**config.mk**
```make
export PLATFORM = sky130hd
export DESIGN_NAME = lfsr_keystream_flat
export DESIGN_NICKNAME = d
export VERILOG_FILES = /design/src/rtl/lfsr_keystream_if.sv /design/src/rtl/lfsr_keystream.sv /design/src/flat_wrapper.sv
export SDC_FILE = /design/constraint.sdc
export NUM_CORES = 1
export LEC_CHECK = 0
export CAP_MARGIN = 20
export CORE_ASPECT_RATIO = 1.1
export CORE_MARGIN = 10
export CORE_UTILIZATION = 60
export CTS_BUF_LIST = sky130_fd_sc_hd__clkbuf_16
export DETAILED_ROUTE_END_ITERATION = 8
export HOLD_SLACK_MARGIN = 0.02
export MAX_ROUTING_LAYER = met4
export PLACE_DENSITY = 0.75
export SYNTH_ARGS = -nofsm -noshare
export SYNTH_HDL_FRONTEND = slang
export SYNTH_SLANG_ARGS = --single-unit
```
**constraint.sdc**
```tcl
create_clock -name clk -period 3.25 [get_ports clk]
set_clock_uncertainty 0.1 [all_clocks]
set_input_delay 0.65 -clock clk [delete_from_list [all_inputs] [get_ports clk]]
set_output_delay 0.65 -clock clk [all_outputs]
set_load 0.01 [all_outputs]
```
**src/rtl/lfsr_keystream_if.sv**
```systemverilog
// Control, serial-seed and keystream handshake bundle for lfsr_keystream.
// master drives requests, seed data and out_ready; slave is the generator.
interface lfsr_keystream_if #(
    parameter int unsigned OUT_W = 1
);
    logic             start;
    logic             stop;
    logic             seed_bit;
    logic             seed_valid;
    logic             seed_ready;
    logic [OUT_W-1:0] out_data;
    logic             out_valid;
    logic             out_ready;
    logic             busy;
    logic             err_zero;

    modport master (
        output start, stop, seed_bit, seed_valid, out_ready,
        input  seed_ready, out_data, out_valid, busy, err_zero
    );

    modport slave (
        input  start, stop, seed_bit, seed_valid, out_ready,
        output seed_ready, out_data, out_valid, busy, err_zero
    );
endinterface

```
**src/rtl/lfsr_keystream.sv**
```systemverilog
// Fibonacci LFSR keystream generator: serial seed load, optional warm-up,
// then OUT_W keystream bits per accepted beat with backpressure.
module lfsr_keystream #(
    parameter int unsigned       WIDTH    = 89,
    parameter logic [WIDTH-1:0]  TAP_MASK = WIDTH'(1) | (WIDTH'(1) << 51),
    parameter int unsigned       OUT_W    = 1,
    parameter int unsigned       WARMUP   = 160
) (
    input  logic             clk,
    input  logic             reset,
    lfsr_keystream_if.slave  bus
);

    localparam int unsigned LOAD_CW = $clog2(WIDTH + 1);
    localparam int unsigned WARM_CW = (WARMUP > 0) ? $clog2(WARMUP + 1) : 1;
    localparam logic [LOAD_CW-1:0] LOAD_LAST = LOAD_CW'(WIDTH - 1);
    localparam logic [WARM_CW-1:0] WARM_LAST = WARM_CW'((WARMUP > 0) ? WARMUP - 1 : 0);

    typedef enum logic [1:0] {S_IDLE, S_LOAD, S_WARMUP, S_RUN} state_t;

    state_t             state, state_next;
    logic [WIDTH-1:0]   lfsr, lfsr_next, seed_shift;
    logic [LOAD_CW-1:0] load_cnt, load_next;
    logic [WARM_CW-1:0] warm_cnt, warm_next;
    logic               err_next;

    logic               seed_ready_q;
    logic               out_valid_q;
    logic               busy_q;
    logic               err_zero_q;
    logic [OUT_W-1:0]   out_data_q;

    function automatic logic [WIDTH-1:0] lfsr_step(input logic [WIDTH-1:0] r);
        return {^(r & TAP_MASK), r[WIDTH-1:1]};
    endfunction

    function automatic logic [WIDTH-1:0] lfsr_adv(input logic [WIDTH-1:0] r);
        logic [WIDTH-1:0] t;
        t = r;
        for (int i = 0; i < int'(OUT_W); i++) t = lfsr_step(t);
        return t;
    endfunction

    // Bit i is the output of the i-th step starting from r.
    function automatic logic [OUT_W-1:0] lfsr_bits(input logic [WIDTH-1:0] r);
        logic [WIDTH-1:0] t;
        logic [OUT_W-1:0] b;
        t = r;
        b = '0;
        for (int i = 0; i < int'(OUT_W); i++) begin
            b[i] = t[0];
            t    = lfsr_step(t);
        end
        return b;
    endfunction

    always_ff @(posedge clk) begin
        if (reset) state <= S_IDLE;
        else       state <= state_next;
    end

    always_comb begin
        state_next = state;
        lfsr_next  = lfsr;
        load_next  = load_cnt;
        warm_next  = warm_cnt;
        err_next   = 1'b0;
        seed_shift = {bus.seed_bit, lfsr[WIDTH-1:1]};

        if (bus.stop) begin
            state_next = S_IDLE;
            lfsr_next  = '0;
            load_next  = '0;
            warm_next  = '0;
        end else begin
            case (state)
                S_IDLE: begin
                    if (bus.start) begin
                        state_next = S_LOAD;
                        load_next  = '0;
                    end
                end
                S_LOAD: begin
                    if (bus.seed_valid) begin
                        lfsr_next = seed_shift;
                        load_next = load_cnt + LOAD_CW'(1);
                        if (load_cnt == LOAD_LAST) begin
                            load_next = '0;
                            // An all-zero state would lock the LFSR, so reject it.
                            if (seed_shift == '0) begin
                                state_next = S_IDLE;
                                err_next   = 1'b1;
                            end else if (WARMUP == 0) begin
                                state_next = S_RUN;
                            end else begin
                                state_next = S_WARMUP;
                                warm_next  = '0;
                            end
                        end
                    end
                end
                S_WARMUP: begin
                    lfsr_next = lfsr_step(lfsr);
                    if (warm_cnt == WARM_LAST) begin
                        state_next = S_RUN;
                        warm_next  = '0;
                    end else begin
                        warm_next = warm_cnt + WARM_CW'(1);
                    end
                end
                S_RUN: begin
                    if (out_valid_q && bus.out_ready) lfsr_next = lfsr_adv(lfsr);
                end
                default: state_next = S_IDLE;
            endcase
        end
    end

    // Datapath and outputs are registered from the next-state values.
    always_ff @(posedge clk) begin
        if (reset) begin
            lfsr         <= '0;
            load_cnt     <= '0;
            warm_cnt     <= '0;
            seed_ready_q <= 1'b0;
            out_valid_q  <= 1'b0;
            busy_q       <= 1'b0;
            err_zero_q   <= 1'b0;
            out_data_q   <= '0;
        end else begin
            lfsr         <= lfsr_next;
            load_cnt     <= load_next;
            warm_cnt     <= warm_next;
            seed_ready_q <= (state_next == S_LOAD);
            out_valid_q  <= (state_next == S_RUN);
            busy_q       <= (state_next != S_IDLE);
            err_zero_q   <= err_next;
            out_data_q   <= (state_next == S_RUN) ? lfsr_bits(lfsr_next) : '0;
        end
    end

    assign bus.seed_ready = seed_ready_q;
    assign bus.out_valid  = out_valid_q;
    assign bus.busy       = busy_q;
    assign bus.err_zero   = err_zero_q;
    assign bus.out_data   = out_data_q;

endmodule

```
**src/flat_wrapper.sv**
```systemverilog
// flat-port wrapper written by rule: the top's interface ports become plain ports
module lfsr_keystream_flat 
#(
    parameter int unsigned       WIDTH    = 89,
    parameter logic [WIDTH-1:0]  TAP_MASK = WIDTH'(1) | (WIDTH'(1) << 51),
    parameter int unsigned       OUT_W    = 1,
    parameter int unsigned       WARMUP   = 160
)
  (clk, reset, bus_start, bus_stop, bus_seed_bit, bus_seed_valid, bus_out_ready, bus_seed_ready, bus_out_data, bus_out_valid, bus_busy, bus_err_zero);
  lfsr_keystream_if #(.OUT_W(OUT_W)) bus_i ();
  input  logic clk;
  input  logic reset;
  input wire logic [$bits(bus_i.start)-1:0] bus_start;
  input wire logic [$bits(bus_i.stop)-1:0] bus_stop;
  input wire logic [$bits(bus_i.seed_bit)-1:0] bus_seed_bit;
  input wire logic [$bits(bus_i.seed_valid)-1:0] bus_seed_valid;
  input wire logic [$bits(bus_i.out_ready)-1:0] bus_out_ready;
  output wire logic [$bits(bus_i.seed_ready)-1:0] bus_seed_ready;
  output wire logic [$bits(bus_i.out_data)-1:0] bus_out_data;
  output wire logic [$bits(bus_i.out_valid)-1:0] bus_out_valid;
  output wire logic [$bits(bus_i.busy)-1:0] bus_busy;
  output wire logic [$bits(bus_i.err_zero)-1:0] bus_err_zero;
  assign bus_i.start = bus_start;
  assign bus_i.stop = bus_stop;
  assign bus_i.seed_bit = bus_seed_bit;
  assign bus_i.seed_valid = bus_seed_valid;
  assign bus_i.out_ready = bus_out_ready;
  assign bus_seed_ready = bus_i.seed_ready;
  assign bus_out_data = bus_i.out_data;
  assign bus_out_valid = bus_i.out_valid;
  assign bus_busy = bus_i.busy;
  assign bus_err_zero = bus_i.err_zero;
  lfsr_keystream #(.WIDTH(WIDTH), .TAP_MASK(TAP_MASK), .OUT_W(OUT_W), .WARMUP(WARMUP)) u_core (.clk(clk), .reset(reset), .bus(bus_i));
endmodule
```
==> impl_metrics.yaml, run 1 <==
logic_synthesis:
  synth_adder_area_share_pct: 2.578
  synth-simple-area-share_pct: 19.36
  synth-xor-area-share_pct: 2.005
  synth-seq-cells: 111
  syn_area_mm2: 0.004368
  synth_compound_gate_area_share_pct: 20.40
  synthCells: 469
  synthMuxAreaShare_pct: 0.9166
  ys.flop_type: "dfxtp_1"
  synth_edf_count: 0
  syn_nets: 485
  ys_async_sr_fraction_pct: 0
  synth_top_family_by_area: "compound AO/OA/AOI/OAI gates"
  ys.warnings.count: 0
  yosysUniqueCellTypes: 44
  avgSynthCellArea_um2: 9.313
  seq_area_frac_synth_pct: 50.87
cts:
  clkTransAtPathRegs_ns: 0.07
  clk_latency_ns: 0.34
  postCtsHoldBufs: 0
  cts_root_buf: "clkbuf_16"
  cts_sinks: 111
  cts_setup_buffers: 0
  cts_tree: "built"
  cts.repair.resized: 0
  cts_buffers: 9
  cts_htree_levels: 3
  clock_path_buffers: 2
job:
  maxCapViolCount: 0
routing:
  via_per_inst: 6.122
  post-route-drc-count: 0
  wire_per_inst_um: 15.69
  drt_iter0_markers: 227
  final_antenna_net_count: 0
  finalWirelength_mm: 8.737
  vias: 3410
  firstDrtPassIters: 5
floorplanning:
  core_mm2: 0.007047
  die_w_um: 101.4
  die_area_mm2: 0.01110
  die_h_um: 109.5
  io_pins: 12
  initial_core_util_pct: 61.99
  rows: 32
global_route:
  grt_pass1_wl_mm: 14.68
  overflow: 0
  antenna_found_initial: 0
  grt_pass1_vias: 3121
  grtUsageTotal_pct: 16.57
  grt_max_degree: 90
sta:
  slew_viol_final: 0
  timing.final.crit_period_ns: 2.532
  grt_setup_unrepaired: "no"
  finalCritPeriodShare_pct: 77.90
  hold_viol_final: 0
  tns_ns: 0
  max_slew_margin_pct: 66.16
  worst_pin_slew_ns: 0.5030
  finalSetupViolCount: 0
  max_freq_mhz: 395.0
final_layout:
  n_antenna_cell: 0
  syn2layout_area_growth_pct: 10.03
  final_util_pct: 68.20
  layout_commonest_cell: "dfxtp_1"
  final_layout_size_suffix_gt1_share_pct: 6.992
  nets: 483
  mostFrequentLayoutCells: "dfxtp_1 (111), nor2_1 (104), a22oi_1 (87), nor4_1 (23), nand2_1 (16)"
setup_path:
  end_kind: "flip-flop"
  worstPathMaxFanout: 87
  crit_required_ns: 3.42
  r2r_cells: 8
  slowest_stage: "clkdlybuf4s50_1"
  critical_path_arrival_ns: 2.71
  criticalPathCategory: "in2reg"
  timing.rr.end: "u_core.lfsr[24]"
  r2r_slack_ns: 0.81
  crit_chain: "clkdlybuf4s50_1, a21oi_1, or3_1, a211oi_4, buf_12, a22oi_1, nor2_1"
  cpPeakStageDelay_ns: 0.63
  r2r-start: "u_core.state[1]"
  critPathLaunchType: "primary input"
worst_hold_path:
  min_path_cells: 2
  hp-class: "reg2reg"
  min_to: "u_core.load_cnt[6]"
  hold_start: "u_core.load_cnt[6]"
power_and_ir_drop:
  p_leak_nw: 1.594
  peakVddDrop_uv: 379.9
  p_per_area_mw_per_mm2: 508.8
run_status:
  outcome: "finished clean"
placement:
  io_buffers: 11
  dp_hpwl_mm: 5.736
  place_congestion: 0.9159
layout make-up:
| class | instances | area (µm²) |
|---|---|---|
| clock inverter | 7 | 40.04 |
| timing repair buffer | 16 | 172.7 |
| multi-input combinational | 318 | 1998 |
| sequential | 111 | 2222 |
| inverter | 11 | 41.29 |
| clock buffer | 9 | 225.2 |
| tap | 85 | 106.4 |
| fill | 566 | 2241 |
cells by family after synthesis:
family | count (synthesis)
DFF | 111
buffers and inverters | 40
and+or+nand+nor | 177
muxes | 4
adders and majority gates | 9
xor gates and xnor gates | 10
AOI/OAI and AO/OA | 118
flip-flops by register name, indices dropped and copies added (netlist names):
signal and cells:
u_core.warm_cnt 8, u_core.bus.busy 1, u_core.bus.out_data 1, u_core.bus.err_zero 1
u_core.bus.seed_ready 1, u_core.load_cnt 7, u_core.state 2, u_core.bus.out_valid 1
u_core.lfsr 89
per-layer routing:
metal	routed length (µm)	track usage (%)
met1	4111	21.18
met2	4234	25.23
met3	252	3.076
met4	138	6.972
met5	0	-
where the power goes:
group,total (W),switching (W),internal [W]
Combinational,0.0000963,0.0000667,0.0000296
Clock,0.000984,0.000471,0.000513
Sequential,0.00136,0.00000228,0.00136
Total,0.00245,0.000540,0.00191
critical path, delay by kind of cell:
kind | cells | cell delay, ns
and+or+nand+nor | 2 | 0.50
buffers and inverters | 2 | 0.99
AOI/OAI and AO/OA | 3 | 0.55
worst max path at each step:
stage / end / slack, ns / from / cells after the start
after detailed placement: u_core.lfsr[68] / 0.40 / bus_seed_valid / 7
final: u_core.lfsr[24] / 0.72 / bus_seed_valid / 7
after global placement: u_core.lfsr[18] / 0.45 / bus_seed_valid / 7
after CTS: u_core.lfsr[24] / 0.73 / bus_seed_valid / 7
after global routing: u_core.lfsr[24] / 0.58 / bus_seed_valid / 7
after floorplan: u_core.lfsr[10] / 0.99 / u_core.state[1] / 9
Yosys cell counts (3+ instances only):
master / count / area share [%]
dfxtp_1: 111 / 51
nor2_1: 104 / 8.9
a22oi_1: 87 / 15
clkbuf_1: 23 / 2.0
nor4_1: 23 / 3.3
nand2_1: 16 / 1.4
inv_1: 11 / 0.95
ha_1: 9 / 2.6
a21oi_1: 8 / 0.92
nand3_1: 7 / 0.80
o21ai_0: 7 / 0.80
xor2_1: 7 / 1.4
nand4_1: 6 / 0.86
nor3_1: 5 / 0.57
mux2i_1: 4 / 0.92
buf_2: 3 / 0.34
nor3_2: 3 / 0.69
xnor2_1: 3 / 0.60
metrics by stage:
| stage | worst slack [ns] | area, µm² | hold slack, ns | power (W) | std cells |
|---|---|---|---|---|---|
| 2_1_floorplan | 0.9914 | 4368 | 0.3720 | 0.001461 | 469 |
| 3_3_place_gp | 0.4457 | 4541 | 0.3903 | 0.001491 | 541 |
| 3_5_place_dp | 0.4000 | 4541 | 0.4067 | 0.001492 | 541 |
| 4_1_cts | 0.7300 | 4806 | 0.4228 | 0.002454 | 557 |
| 5_1_grt | 0.5763 | 4806 | 0.4503 | 0.002521 | 557 |
| 6_report | 0.7184 | 4806 | 0.4166 | 0.002445 | 557 |
Power figures use the tool's default switching activity.
==> run 2: changes to the inputs <==
==> constraint.sdc (replaced) <==
create_clock -name clk -period 2.4 [get_ports clk]
set_clock_uncertainty 0.1 [all_clocks]
set_input_delay 0.48 -clock clk [delete_from_list [all_inputs] [get_ports clk]]
set_output_delay 0.48 -clock clk [all_outputs]
set_load 0.01 [all_outputs]
==> run 2 against run 1 <==
  * Cell area increased by 5.1%
  * Clock power up 40%
  * Global-route usage grew 0.35 points
  * Critical path type is now reg2reg
==> impl_metrics.yaml, run 2 (same netlist as run 1, synthesis figures left out) <==
worst_hold_path:
  hp-class: "reg2reg"
  min_to: "u_core.load_cnt[5]"
  hold_start: "u_core.load_cnt[5]"
  min_path_cells: 2
sta:
  finalSetupViolCount: 0
  finalCritPeriodShare_pct: 95.97
  worst_pin_slew_ns: 0.4489
  max_slew_margin_pct: 69.76
  fin_hold_ws_ns: 0.4146
  slew_viol_final: 0
  fin_ws_ns: 0.09671
  hold_viol_final: 0
  max_freq_mhz: 434.2
  timing.final.crit_period_ns: 2.303
run_status:
  outcome: "finished clean"
setup_path:
  cp_num_buf_inv: 0
  cpPeakStageDelay_ns: 0.45
  r2r_slack_ns: 0.1
  r2r-start: "u_core.lfsr[57]"
  timing.rr.end: "u_core.warm_cnt[6]"
  end_kind: "flip-flop"
  r2r_cells: 7
  critPathLaunchType: "flip-flop"
  critical_path_arrival_ns: 2.43
  worstPathMaxFanout: 5
  crit_required_ns: 2.52
  criticalPathCategory: "reg2reg"
  crit_family: "simple AND/OR/NAND/NOR gates"
  crit_chain: "nor4_2, nand4_1, nor4_4, a2111oi_4, nor2_4, mux2i_1, a21oi_1"
  slowest_stage: "nor4_4"
final_layout:
  n_antenna_cell: 0
  seq_area_mm2: 0.002223
  nets: 500
  mostFrequentLayoutCells: "dfxtp_1 (110), nor2_1 (104), a22oi_1 (87), nor4_1 (20), nand2_1 (16)"
  syn2layout_area_growth_pct: 15.61
  top_register: "u_core.lfsr"
  multi_input_area_mm2: 0.002022
  final_layout_size_suffix_gt1_share_pct: 11.89
  top_regs: "u_core.lfsr x89, u_core.warm_cnt x8, u_core.load_cnt x7"
  largest_reg_flops: 89
  fillCellCount: 535
  layout_commonest_cell: "dfxtp_1"
cts:
  cts_buffers: 9
  cts_root_buf: "clkbuf_16"
  cts_htree_levels: 3
  postCtsHoldBufs: 0
  clk_latency_ns: 0.34
  clkTransAtPathRegs_ns: 0.07
  cts_tree: "built"
  cts_sinks: 111
  clock_path_buffers: 2
floorplanning:
  rows: 32
  core_mm2: 0.007047
  die_area_mm2: 0.01110
  io_pins: 12
  die_w_um: 101.4
  die_h_um: 109.5
  initial_core_util_pct: 61.99
global_route:
  grtUsageTotal_pct: 16.92
  grtUsageMet3_pct: 2.260
  grt.busiest_layer: "met2"
  antenna_found_initial: 0
  grt_pass1_wl_mm: 15.12
  grt_use_met1_pct: 21.90
  grt_use_met2_pct: 26.45
  grt_pass1_vias: 3230
  grt_max_degree: 90
  overflow: 0
placement:
  place_congestion: 0.8476
  pre_cts_ws_ns: -0.2189
  io_buffers: 11
  dp_hpwl_mm: 5.926
job:
  maxCapViolCount: 0
routing:
  vias: 3463
  post-route-drc-count: 0
  firstDrtPassIters: 5
  via_per_inst: 6.044
  drt_iter0_markers: 263
  finalWirelength_mm: 8.893
  wire_per_inst_um: 15.52
  final_antenna_net_count: 0
power_and_ir_drop:
  p_leak_nw: 1.712
  p_per_area_mw_per_mm2: 666.2
  peakVddDrop_uv: 490.5
==> run 2: changes by cell type in the layout (fill, tap and decap cells not counted), moves of 2 or more <==
cell and change:
buf_12 +6, buf_4 +11, clkinv_1 -2, inv_1 -2, nor4_1 -3, nor4_2 +3
==> run 2: worst reg2reg max path, delay by kind of cell (launching register included) <==
kind               cells  cell delay [ns]
DFF                    1             0.34
muxes                  1             0.22
AOI/OAI and AO/OA      2             0.24
and+or+nand+nor        4             1.29
==> run 2: per-layer routing <==
layer	share of wire, %	vias to the layer above
li1	-	1736
met1	47	1665
met2	49	52
met3	2.8	10
met4	1.0	0
met5	0	-
==> run 2: final cells by class <==
class / instances / area share, %
inverter: 11 / 0.8176
multi-input combinational: 318 / 40.04
timing repair buffer: 33 / 7.433
sequential: 111 / 44.03
clock buffer: 9 / 4.460
clock inverter: 6 / 1.115
tap: 85 / 2.106
==> run 2: where the power goes <==
group	switching (W)	internal, W	leakage, nW
Clock	0.000663	0.000716	0.139
Combinational	0.0000926	0.0000450	0.678
Sequential	0.00000300	0.00184	0.894
==> run 2: how the worst max path moves through the flow <==
stage / slack (ns) / startpoint / cells past startpoint / endpoint
global route: -0.02 / u_core.lfsr[57] / 7 / u_core.warm_cnt[6]
global placement: -0.17 / bus_seed_bit / 8 / u_core.warm_cnt[6]
finish: 0.1 / u_core.lfsr[57] / 7 / u_core.warm_cnt[6]
detailed placement: -0.22 / bus_seed_bit / 8 / u_core.warm_cnt[6]
CTS: 0.04 / u_core.state[0] / 9 / u_core.lfsr[38]
floorplan: 0.14 / u_core.state[1] / 9 / u_core.lfsr[10]
==> run 2: through the flow <==
step	power (W)	std cells	util [%]	area, µm²	setup TNS [ns]
floorplan	0.001979	469	-	4368	0
global placement	0.002027	557	67.21	4736	-1.126
detailed placement	0.002028	557	67.21	4736	-3.528
CTS	0.003390	572	71.20	5017	0
global route	0.003472	573	71.66	5050	-0.02086
finish	0.003364	573	71.66	5050	0
==> run 2: repair_timing <==
action	CTS	global route
setup buffers	0	1
resized for setup	0	5
endpoints found under the setup margin	0	37
hold endpoints to repair	0	0
==> run 3: changes to the inputs <==
--- a/config.mk
+++ b/config.mk
@@ -8,12 +8,13 @@
 export CAP_MARGIN = 20
 export CORE_ASPECT_RATIO = 1.1
 export CORE_MARGIN = 10
-export CORE_UTILIZATION = 60
+export CORE_UTILIZATION = 45
 export CTS_BUF_LIST = sky130_fd_sc_hd__clkbuf_16
 export DETAILED_ROUTE_END_ITERATION = 8
+export GPL_TIMING_DRIVEN = 0
 export HOLD_SLACK_MARGIN = 0.02
 export MAX_ROUTING_LAYER = met4
-export PLACE_DENSITY = 0.75
+export PLACE_DENSITY = 0.58
 export SYNTH_ARGS = -nofsm -noshare
 export SYNTH_HDL_FRONTEND = slang
 export SYNTH_SLANG_ARGS = --single-unit
==> run 3 against run 2 <==
  * Register-to-register slack about the same
  * Global-route usage shrank 3.0 points
  * Die area up 27%
  * Critical endpoint is now u_core.warm_cnt[0]
  * First-iteration DRC count down 8.4%
  * Utilization shrank 16 points
  * Final cell count rose by 8.6%
  * Via count grew 2.7%
  * Combinational power is 10% higher
  * Sequential share of layout area fell by 1.3 points
==> impl_metrics.yaml, run 3 (same netlist as run 1, synthesis figures left out) <==
final_layout:
  fillCellCount: 861
  top_regs: "u_core.lfsr x89, u_core.warm_cnt x8, u_core.load_cnt x7"
  multi_input_area_mm2: 0.002112
  layout.cells.non_filler: 622
  n_antenna_cell: 0
  layout_commonest_cell: "dfxtp_1"
  syn2layout_area_growth_pct: 19.42
  seq_area_mm2: 0.002227
  mostFrequentLayoutCells: "dfxtp_1 (109), nor2_1 (103), a22oi_1 (87), nor4_1 (17)"
  final_layout_size_suffix_gt1_share_pct: 14.65
  largest_reg_flops: 89
  top_register: "u_core.lfsr"
  nets: 516
cts:
  clkTransAtPathRegs_ns: 0.07
  cts_tree: "built"
  cts_sinks: 111
  clk_latency_ns: 0.34
  clock_path_buffers: 2
  postCtsHoldBufs: 0
  cts_buffers: 9
  cts_root_buf: "clkbuf_16"
  cts_htree_levels: 3
setup_path:
  end_kind: "flip-flop"
  crit_family: "buffers and inverters"
  criticalPathCategory: "in2reg"
  critPathLaunchType: "primary input"
  worstSetupStartpoint: "bus_seed_bit"
  crit_required_ns: 2.56
  critical_path_arrival_ns: 2.46
  cpMostUsedCell: "buf_4"
  slowest_stage: "clkdlybuf4s50_1"
  cp_num_buf_inv: 3
  cpPeakStageDelay_ns: 0.53
  r2r-start: "u_core.state[1]"
  worstPathMaxFanout: 5
  crit_chain: "clkdlybuf4s50_1, nor4_2, nand4_1, nor4_4, buf_4, a2111oi_4, nor2_4, buf_4, xor2_1, nor3_1"
routing:
  final_antenna_net_count: 0
  vias: 3558
  via_per_inst: 5.720
  wire_per_inst_um: 15.54
  drt_iter0_markers: 241
  post-route-drc-count: 0
  firstDrtPassIters: 5
  finalWirelength_mm: 9.664
sta:
  timing.final.crit_period_ns: 2.300
  finalSetupViolCount: 0
  max_slew_margin_pct: 68.64
  slew_viol_final: 0
  fin_hold_ws_ns: 0.4167
  finalCritPeriodShare_pct: 95.84
  fin_ws_ns: 0.09982
  worst_pin_slew_ns: 0.4704
  tns_ns: 0
  hold_viol_final: 0
  max_freq_mhz: 434.7
worst_hold_path:
  hp-class: "reg2reg"
  hold_start: "u_core.load_cnt[5]"
floorplanning:
  rows: 37
  die_h_um: 123.3
  die_area_mm2: 0.01405
  initial_core_util_pct: 46.48
  die_w_um: 113.9
  core_mm2: 0.009398
  io_pins: 12
power_and_ir_drop:
  power_w: 0.003689
  peakVddDrop_uv: 421.4
  p_sw_w: 0.0007696
  p_leak_nw: 1.774
  seq_power_share_pct: 50.1
  swShare_pct: 20.86
  p_per_area_mw_per_mm2: 707.2
  p_clk_share_pct: 45.8
  p_int_w: 0.002919
  combPwrFrac_pct: 4.1
placement:
  placed_cells: 597
  io_buffers: 11
  dp_hpwl_mm: 6.684
  pre_cts_ws_ns: -0.5642
  place_congestion: 0.8173
job:
  maxCapViolCount: 0
global_route:
  grtUsageTotal_pct: 13.92
  overflow: 0
  grt_max_degree: 19
  antenna_found_initial: 0
  grt_pass1_vias: 3198
  grt_pass1_wl_mm: 15.55
run_status:
  outcome: "finished clean"
## run 3: cell types whose count changed in the layout (fill, tap and decap cells not counted), sizes merged
cell,change
bufinv,+3
clkbuf,+23
clkinvlp,+1
buf,-7
clkinv,-3
clkdlybuf4s50,-1
dlymetal6s2s,+1
## run 3: power groups by stage
| stage | clock [W] | combinational [W] | sequential [W] |
|---|---|---|---|
| after floorplan | 0 | 0.0000877 | 0.00189 |
| after global placement | 0 | 0.000134 | 0.00189 |
| after detailed placement | 0 | 0.000135 | 0.00189 |
| after CTS | 0.00174 | 0.000141 | 0.00185 |
| after global routing | 0.00181 | 0.000167 | 0.00185 |
| final | 0.00169 | 0.000152 | 0.00185 |
## run 3: area by class of cell
cell class                 count  area share (%)
multi-input combinational    318           40.49
sequential                   111           42.70
tap                          117           2.806
clock buffer                   9           4.318
buffer                        29           3.118
timing repair buffer          20           3.454
inverter                      11          0.7916
clock inverter                 7           2.327
## run 3: path summary, 6_finish.rpt
check                        to  slack, ns  cells after the start
min reg2reg  u_core.load_cnt[5]       0.42                      2
min          u_core.load_cnt[5]       0.42                      2
max reg2reg     u_core.lfsr[41]        0.1                     10
max          u_core.warm_cnt[0]        0.1                     10
## run 3: tightest hold or removal path, stage by stage (launching register included)
cell and delay (ns):
dfxtp_1 0.33, o21ai_0 0.08, a21oi_1 0.06
## run 3: metal layers
layer	routed length [µm]	vias to the layer above	global-route usage [%]
li1	-	1771	-
met1	4742	1719	18.18
met2	4483	58	20.62
met3	295	10	3.052
met4	142	0	5.329
met5	0	-	-
## run 3: stage by stage
step | area (µm²) | utilization, %
6_report | 5216 | 55.51
5_1_grt | 5216 | 55.51
4_1_cts | 5031 | 53.53
3_5_place_dp | 4624 | 49.21
3_3_place_gp | 4624 | 49.21
2_1_floorplan | 4368 | -
## run 3: repair_timing
| item | 4_1_cts | 5_1_grt |
|---|---|---|
| setup endpoints to repair | 94 | 88 |
| pin swaps | 3 | 7 |
| gates resized for setup | 15 | 36 |
| setup buffers | 3 | 6 |
